**src/rtl/muldiv_pkg.sv**
```systemverilog
// Shared constants and types for the iterative multiply/divide unit.
package muldiv_pkg;

  localparam int WIDTH_DEF = 32;
  localparam int CNT_W_DEF = 6;

  localparam logic [2:0] OP_MULT  = 3'b000;
  localparam logic [2:0] OP_MULTU = 3'b001;
  localparam logic [2:0] OP_DIV   = 3'b010;
  localparam logic [2:0] OP_DIVU  = 3'b011;
  localparam logic [2:0] OP_MTHI  = 3'b100;
  localparam logic [2:0] OP_MTLO  = 3'b101;

  typedef enum logic [1:0] {IDLE, CALC, FIX, DONE} state_e;

endpackage

```
**src/rtl/muldiv_iter_core.sv**
```systemverilog
// Magnitude datapath: one shift-add (multiply) or restoring-subtract (divide) step per cycle.
module muldiv_iter_core #(
  parameter int WIDTH = 32
) (
  input  logic             clk,
  input  logic             load,
  input  logic             step,
  input  logic             is_div,
  input  logic [WIDTH-1:0] a_mag,
  input  logic [WIDTH-1:0] b_mag,
  output logic [WIDTH-1:0] res_hi,
  output logic [WIDTH-1:0] res_lo
);

  logic [WIDTH:0]   acc_q, acc_d;
  logic [WIDTH-1:0] sh_q, sh_d;
  logic [WIDTH-1:0] b_q, b_d;
  logic [WIDTH:0]   shifted, diff, sum;

  // Multiply: sh holds the multiplier, product forms in {acc, sh}.
  // Divide: sh holds dividend bits shifting out and quotient bits shifting in; acc is the remainder.
  always_comb begin
    acc_d   = acc_q;
    sh_d    = sh_q;
    b_d     = b_q;
    shifted = {acc_q[WIDTH-1:0], sh_q[WIDTH-1]};
    diff    = shifted - {1'b0, b_q};
    sum     = acc_q + (sh_q[0] ? {1'b0, b_q} : '0);
    if (load) begin
      acc_d = '0;
      sh_d  = a_mag;
      b_d   = b_mag;
    end else if (step) begin
      if (is_div) begin
        if (!diff[WIDTH]) begin
          acc_d = diff;
          sh_d  = {sh_q[WIDTH-2:0], 1'b1};
        end else begin
          acc_d = shifted;
          sh_d  = {sh_q[WIDTH-2:0], 1'b0};
        end
      end else begin
        acc_d = {1'b0, sum[WIDTH:1]};
        sh_d  = {sum[0], sh_q[WIDTH-1:1]};
      end
    end
  end

  always_ff @(posedge clk) begin
    acc_q <= acc_d;
    sh_q  <= sh_d;
    b_q   <= b_d;
  end

  assign res_hi = acc_q[WIDTH-1:0];
  assign res_lo = sh_q;

endmodule

```
**src/rtl/muldiv_unit.sv**
```systemverilog
// MULT/MULTU/DIV/DIVU engine owning HI/LO; also handles MTHI/MTLO.
// state | meaning
// IDLE  | waiting for start; MTHI/MTLO write here
// CALC  | WIDTH magnitude iterations
// FIX   | sign correction and HI/LO write
// DONE  | done pulse; accepts a new start like IDLE
module muldiv_unit
  import muldiv_pkg::*;
#(
  parameter int WIDTH = WIDTH_DEF,
  parameter int CNT_W = CNT_W_DEF
) (
  input  logic             clk,
  input  logic             reset,
  input  logic             start,
  input  logic [2:0]       op,
  input  logic [WIDTH-1:0] A,
  input  logic [WIDTH-1:0] B,
  output logic             busy,
  output logic             done,
  output logic             div_by_zero,
  output logic [WIDTH-1:0] hi,
  output logic [WIDTH-1:0] lo
);

  state_e           state_q;
  logic [CNT_W-1:0] cnt_q;
  logic             is_div_q, neg_q_q, neg_r_q;
  logic             busy_q, done_q, dbz_q;
  logic [WIDTH-1:0] hi_q, lo_q;

  logic             accept, is_md, signed_op, a_neg, b_neg, b_zero, load, step;
  logic [WIDTH-1:0] a_mag, b_mag, res_hi, res_lo, quot_fix, rem_fix;
  logic [2*WIDTH-1:0] prod_fix;

  assign accept    = start && (state_q == IDLE || state_q == DONE);
  assign is_md     = !op[2];
  assign signed_op = !op[0];
  assign a_neg     = signed_op && A[WIDTH-1];
  assign b_neg     = signed_op && B[WIDTH-1];
  assign b_zero    = (B == '0);
  assign a_mag     = a_neg ? -A : A;
  assign b_mag     = b_neg ? -B : B;
  assign load      = accept && is_md && !(op[1] && b_zero);
  assign step      = (state_q == CALC);

  muldiv_iter_core #(.WIDTH(WIDTH)) u_core (
    .clk    (clk),
    .load   (load),
    .step   (step),
    .is_div (is_div_q),
    .a_mag  (a_mag),
    .b_mag  (b_mag),
    .res_hi (res_hi),
    .res_lo (res_lo)
  );

  assign prod_fix = neg_q_q ? -{res_hi, res_lo} : {res_hi, res_lo};
  assign quot_fix = neg_q_q ? -res_lo : res_lo;
  assign rem_fix  = neg_r_q ? -res_hi : res_hi;

  always_ff @(posedge clk) begin
    if (reset) begin
      state_q  <= IDLE;
      cnt_q    <= '0;
      is_div_q <= 1'b0;
      neg_q_q  <= 1'b0;
      neg_r_q  <= 1'b0;
      busy_q   <= 1'b0;
      done_q   <= 1'b0;
      dbz_q    <= 1'b0;
      hi_q     <= '0;
      lo_q     <= '0;
    end else begin
      done_q <= 1'b0;
      dbz_q  <= 1'b0;
      case (state_q)
        IDLE, DONE: begin
          state_q <= IDLE;
          busy_q  <= 1'b0;
          if (accept) begin
            case (op)
              OP_MTHI: hi_q <= A;
              OP_MTLO: lo_q <= A;
              OP_MULT, OP_MULTU, OP_DIV, OP_DIVU: begin
                if (op[1] && b_zero) begin
                  state_q <= DONE;
                  done_q  <= 1'b1;
                  dbz_q   <= 1'b1;
                end else begin
                  state_q  <= CALC;
                  busy_q   <= 1'b1;
                  cnt_q    <= '0;
                  is_div_q <= op[1];
                  neg_q_q  <= a_neg ^ b_neg;
                  neg_r_q  <= a_neg;
                end
              end
              default: ;
            endcase
          end
        end
        CALC: begin
          cnt_q <= cnt_q + CNT_W'(1);
          if (cnt_q == CNT_W'(WIDTH - 1)) state_q <= FIX;
        end
        FIX: begin
          if (is_div_q) begin
            lo_q <= quot_fix;
            hi_q <= rem_fix;
          end else begin
            {hi_q, lo_q} <= prod_fix;
          end
          state_q <= DONE;
          busy_q  <= 1'b0;
          done_q  <= 1'b1;
        end
        default: state_q <= IDLE;
      endcase
    end
  end

  assign busy        = busy_q;
  assign done        = done_q;
  assign div_by_zero = dbz_q;
  assign hi          = hi_q;
  assign lo          = lo_q;

endmodule

```
**config.mk**
```make
export PLATFORM = sky130hd
export DESIGN_NAME = muldiv_unit
export DESIGN_NICKNAME = d
export VERILOG_FILES = /design/src/rtl/muldiv_pkg.sv /design/src/rtl/muldiv_iter_core.sv /design/src/rtl/muldiv_unit.sv
export SDC_FILE = /design/constraint.sdc
export NUM_CORES = 1
export LEC_CHECK = 0
export ABC_AREA = 1
export CAP_MARGIN = 5
export CORE_MARGIN = 5
export CORE_UTILIZATION = 33
export DETAILED_ROUTE_END_ITERATION = 8
export PLACE_DENSITY = 0.47
export SLEW_MARGIN = 20
export SYNTH_ARGS = -nofsm -noshare
export SYNTH_HDL_FRONTEND = slang
export SYNTH_SLANG_ARGS = --single-unit
```
**constraint.sdc**
```tcl
create_clock -name clk -period 3.4 [get_ports clk]
set_input_delay 0.34 -clock clk [delete_from_list [all_inputs] [get_ports clk]]
set_output_delay 0.34 -clock clk [all_outputs]
set_load 0.005 [all_outputs]
```
Word level (Yosys, flattened, before mapping)
Index checks and enable logic that the tools add are counted.
{"block": "totals", "ram_bits": 0, "elab_cells": 99, "mem_count": 0, "latchBits": 0, "mem_bits_ro": 0, "regBits": 175}
{"block": "classes", "n_mux": 37, "mul": 0, "reduce_logical": 23, "div": 0, "shift": 0, "magnitude_cmp": 0, "bitwise": 3, "n_eq_ne": 15, "add_sub_neg": 8}
{"operator": "$mux W32", "count": 14}
{"operator": "$neg A32 Y32", "count": 4}
{"operator": "$pmux W32 S2", "count": 2}
{"operator": "$mux W33", "count": 2}
{"operator": "$mux W64", "count": 1}
{"operator": "$neg A64 Y64", "count": 1}
{"operator": "$add A33 B33 Y33", "count": 1}
{"operator": "$sub A33 B32 Y33", "count": 1}
{"operator": "$logic_not A32 Y1", "count": 1}
{"operator": "$mux W6", "count": 3}
{"operator": "$pmux W6 S2", "count": 1}
{"operator": "$mux W2", "count": 4}
{"operator": "$ne A2 B1 Y1 const B", "count": 4}
{"operator": "$reduce_and A4 Y1", "count": 2}
{"operator": "$mux W1", "count": 7}
{"operator": "$add A6 B1 Y6 const B", "count": 1}
{"operator": "$eq A3 B2 Y1 const B", "count": 2}
{"operator": "$eq A3 B3 Y1 const B", "count": 2}
{"operator": "$eq A6 B5 Y1 const B", "count": 1}
{"operator": "$logic_and A1 B1 Y1", "count": 6}
{"operator": "$pmux W2 S3", "count": 1}
{"operator": "$reduce_and A3 Y1", "count": 2}
{"operator": "$reduce_bool A2 Y1", "count": 3}
{"operator": "$eq A2 B2 Y1 const B", "count": 2}
{"operator": "other kinds (12)", "count": 18}

Logic depth before layout (Yosys ltp)
{"block": "logic_depth", "word_depth": 6, "depth_mapped": 21, "mapped_depth_nobuf": 19}

Modules after synthesis
Synthesis repeated with hierarchy kept, for this count alone.
{"block": "unflattened", "hier_cells": 2979, "area_unflattened_um2": 17384.2}
{"module": "muldiv_iter_core", "cells_each": 1614, "n_inst": 1, "seq_area_each_um2": 2582.5, "area_each_um2": 9701.8}
{"module": "muldiv_unit", "cells_each": 1365, "n_inst": 1, "seq_area_each_um2": 1561.5, "area_each_um2": 7682.4}

Worst setup path after synthesis
OpenSTA, ideal clock, no wires.
{"block": "synth_path", "kind": "flip-flop to flip-flop", "start": "register u_core.sh_q[31], in the netlist u_core.res_lo[31]", "end": "register u_core.acc_q[8]", "t_arrival_ps": 2942, "path_stages_with_launch": 20, "period_less_slack_ps": 3058, "path_slack_ps": 342, "cell_sequence": "edfxtp_1 inv_1 ha_1 fa_1 nor3_1 o21bai_1 nand2_1 nand2_1 nand2_1 a21oi_1 o21bai_1 ha_1 clkbuf_1 inv_1 clkbuf_1 a21oi_1 o21ai_0 nand3_1 o211ai_1 inv_1"}
{"block": "synth_via", "elab_chain_cells": 3}
{"item": "start: declaration", "line_no": "muldiv_iter_core.sv:16", "rtl": "logic [WIDTH-1:0] sh_q, sh_d;"}
{"item": "start signal: assignment", "line_no": "muldiv_iter_core.sv:51", "rtl": "sh_q <= sh_d;"}
{"item": "$sub A33 B32 Y33", "line_no": "muldiv_iter_core.sv:27", "rtl": "diff = shifted - {1'b0, b_q};"}
{"item": "$mux W33", "line_no": "muldiv_iter_core.sv:35", "rtl": "if (!diff[WIDTH]) begin"}
{"item": "$mux W33", "line_no": "muldiv_iter_core.sv:34", "rtl": "if (is_div) begin"}
{"item": "end signal: assignment", "line_no": "muldiv_iter_core.sv:50", "rtl": "acc_q <= acc_d;"}
{"item": "end: declaration", "line_no": "muldiv_iter_core.sv:15", "rtl": "logic [WIDTH:0] acc_q, acc_d;"}
No other way between the ends.
A chain may end at the register's enable or synchronous reset.

Final worst setup path
{"block": "layout_path", "start": "register u_core.b_q[24]", "end": "register u_core.acc_q[1]"}
{"block": "layout_via", "elab_chain_cells": 3}
{"item": "start: declaration", "line_no": "muldiv_iter_core.sv:17", "rtl": "logic [WIDTH-1:0] b_q, b_d;"}
{"item": "start signal: assignment", "line_no": "muldiv_iter_core.sv:52", "rtl": "b_q <= b_d;"}
{"item": "$sub A33 B32 Y33", "line_no": "muldiv_iter_core.sv:27"}
{"item": "$mux W33", "line_no": "muldiv_iter_core.sv:35"}
{"item": "$mux W33", "line_no": "muldiv_iter_core.sv:34"}
No other way between the ends.

==> impl_metrics.tcl <==
set metrics [dict create \
    synth_compound_area_frac 0.169 \
    overflow 0 \
    drtIter0Drc 1869 \
    area_growth_pct 18.5 \
    nNetsFinal 3134 \
    fmax_mhz 316 \
    drt_pass1_iterations 6 \
    tns_ps 0 \
    ant_nets 0 \
    peakVddDrop_mv 0.376 \
    grt_max_degree 83 \
    pre_cts_ws_ps 97.1 \
    crit_path_end_kind "register" \
    cts.clk_slew.worst_paths_ps 80 \
    cts.sinks 175 \
    final_layout_size_suffix_gt1_frac 0.0596 \
    syn_area_um2 16700 \
    drc 0 \
    postCtsHoldBufs 0 \
    yosys-top-cells-area "nand2_1 (18%), dfxtp_1 (13%), edfxtp_1 (12%)" \
    final_cell_mix "nand2_1 (786), inv_1 (409), nor2_1 (328)" \
    die_w_um 235 \
    drv_cap 0 \
    cpMaxStageDelayCell "edfxtp_1" \
    crit_path_max_fanout 30 \
    finish.instance_area_um2 19700 \
    clk_path_buf_depth 2 \
    power-per-cell-area_nw_per_um2 789 \
    placed_area_um2 19100 \
    antenna_found_initial 1 \
    fin_crit_sh 0.930 \
    synth_top_area_share 0.178 \
    syn-mean-instance-area_um2 5.86 \
    die_h_um 235 \
    synthMuxAreaShare 0 \
    status "complete, no violations" \
    required_ps 3820 \
    synth_xor_area_frac 0.0342 \
    yosysWarningCount 0 \
    via_count 19300 \
    route.met2.wl_mm 31.7 \
    worstSetupPathType "reg2reg" \
    fin_skew_ps 21.9 \
    ctsRootBufferMaster "clkbuf_16" \
    path_cells "inv_1 > ha_1 > nand2_2 > inv_1 > nand2_1 > nand2_1 > nand2_1 > nand3_1 > a21oi_2 > nand2_1 > a21oi_1 > o21bai_2 > ha_1 > inv_1 > buf_12 > o31ai_1 > a21oi_1 > a211oi_2" \
    synth_fa_ha_area_frac 0.0572 \
    grt_pass1_wl_mm 112 \
    syn_inst 2843 \
    clkLatencyLatePin_ps 500 \
    io_buffers 136 \
    p_leak_nw 9.41 \
    crit_path_start_kind "register" \
    top_layer_used "met4" \
    finalHoldViolations 0 \
    met1_length_mm 36.8 \
    place_inst 3642 \
    met3_length_mm 5.64 \
    setup_violations 0 \
    min_path_type "reg2reg" \
    grt_pass1_vias 17900 \
    ys_seq_area_frac 0.249 \
    cp_slowest_stage_delay_ps 500 \
    final_cell_count_no_fill 3674 \
    start_util 0.333 \
    wl_per_cell_um 20.7 \
    tritoncts "yes" \
    core_um2 50100 \
    wirelength_mm 76.0 \
    row_count 82 \
    diodes 0 \
    globalplace.congestion 1.01 \
    vias_per_cell 5.26 \
    cts_setup_buffers 0 \
    numCtsBuffers 17 \
    tightest_slew_ps 1050 \
    slew_headroom 0.301 \
    synth_simple_gate_area_frac 0.373 \
    path_common_cell "nand2_1" \
    grtUsageTotal 0.265 \
    final_common_cell "nand2_1" \
    ios 137 \
    min_period_ps 3160 \
    rsz0062_at_grt "no" \
    dp_hpwl_mm 61.5 \
    syn-num-nets 2988 \
    dieArea_um2 55100 \
    yosysTopAreaCell "nand2_1" \
    slew_violations 0 \
    ctsHtreeMaxLevel 4 \
    ys_types 49 \
    worst_slack_ps 237 \
    synth_top_family_by_area "simple AND/OR/NAND/NOR gates" \
    cp.arrival_ps 3580 \
    n_fill_cell 5673 \
    synth-seq-cells 175 \
]
## routing by layer
layer / track usage / vias up
met1: 0.400 / 9020
met2: 0.391 / 729
met4: 0.0672 / 0
met5: 0 / -
met3: 0.0469 / 79
li1: - / 9494
## state kept, by name (all words and copies together) (netlist names), 2 cells and up
register	count
u_core.acc_q	33
hi	32
state_q	2
lo	32
u_core.b_q	32
u_core.res_lo	32
cnt_q	6
## cell families (layout without fill, tap and decap cells)
group / count (synthesis) / after routing
and+or+nand+nor: 1488 / 1488
AOI/OAI and AO/OA: 531 / 531
buffers and inverters: 509 / 668
DFF: 175 / 175
adders and majority gates: 75 / 75
xor gates and xnor gates: 65 / 65
## timing repair
item                                    4_1_cts  5_1_grt
endpoints found under the setup margin        0       31
gates resized for setup                       0       15
endpoints found under the hold margin         0        0
## final timing paths
| path | startpoint | end | slack, ps | cells past startpoint |
|---|---|---|---|---|
| setup / recovery | u_core.b_q[24] | u_core.acc_q[1] | 240 | 18 |
| hold / removal | busy | busy | 480 | 2 |
| setup reg to reg | u_core.b_q[24] | u_core.acc_q[1] | 240 | 18 |
| hold reg to reg | busy | busy | 480 | 2 |
## worst max-delay path: cells and delay by family (launching register included)
family,cells,cell delay [ps]
adders and majority gates,2,740
buffers and inverters,4,390
and+or+nand+nor,6,530
DFF,1,500
AOI/OAI and AO/OA,6,920
## cell type report
cell class                      count  area, um2  share of cell area
Multi-Input combinational cell   2159      10600               0.536
Sequential cell                   175       4150               0.210
Timing Repair Buffer              216       2010               0.102
Inverter                          420       1580              0.0800
Tap cell                          672        841              0.0426
Clock buffer                       25        507              0.0257
Clock inverter                      7       72.6             0.00367
## Yosys cell counts, drive strengths merged
| cell | count |
|---|---|
| a211oi | 2 |
| a21boi | 1 |
| a21o | 2 |
| a21oi | 224 |
| a31o | 1 |
| a31oi | 24 |
| and2 | 1 |
| and3 | 1 |
| buf | 26 |
| clkbuf | 63 |
| clkinv | 3 |
| dfxtp | 111 |
| edfxtp | 64 |
| fa | 2 |
| ha | 73 |
| inv | 417 |
| nand2 | 793 |
| nand3 | 266 |
| nand3b | 10 |
| nand4 | 27 |
| nor2 | 345 |
| nor3 | 26 |
| nor3b | 2 |
| nor4 | 5 |
| o211ai | 7 |
| o21ai | 252 |
| o21bai | 10 |
| o22ai | 3 |
| o31ai | 5 |
| or2 | 12 |
| xnor2 | 10 |
| xor2 | 55 |
## power breakdown
part	leakage [nW]	switching (mW)	internal (mW)
Clock	0.281	0.940	1.11
Sequential	1.51	0.755	2.94
Combinational	7.62	6.64	3.19
Total	9.41	8.33	7.24
## metrics by stage
step / hold slack [ps] / utilization / power (mW)
5_1_grt: 507 / 0.394 / 16.7
2_1_floorplan: 439 / - / 9.28
4_1_cts: 475 / 0.393 / 15.4
3_5_place_dp: 458 / 0.382 / 13.3
6_report: 477 / 0.394 / 15.6
3_3_place_gp: 448 / 0.382 / 13.3
Power figures use the tool's default switching activity.
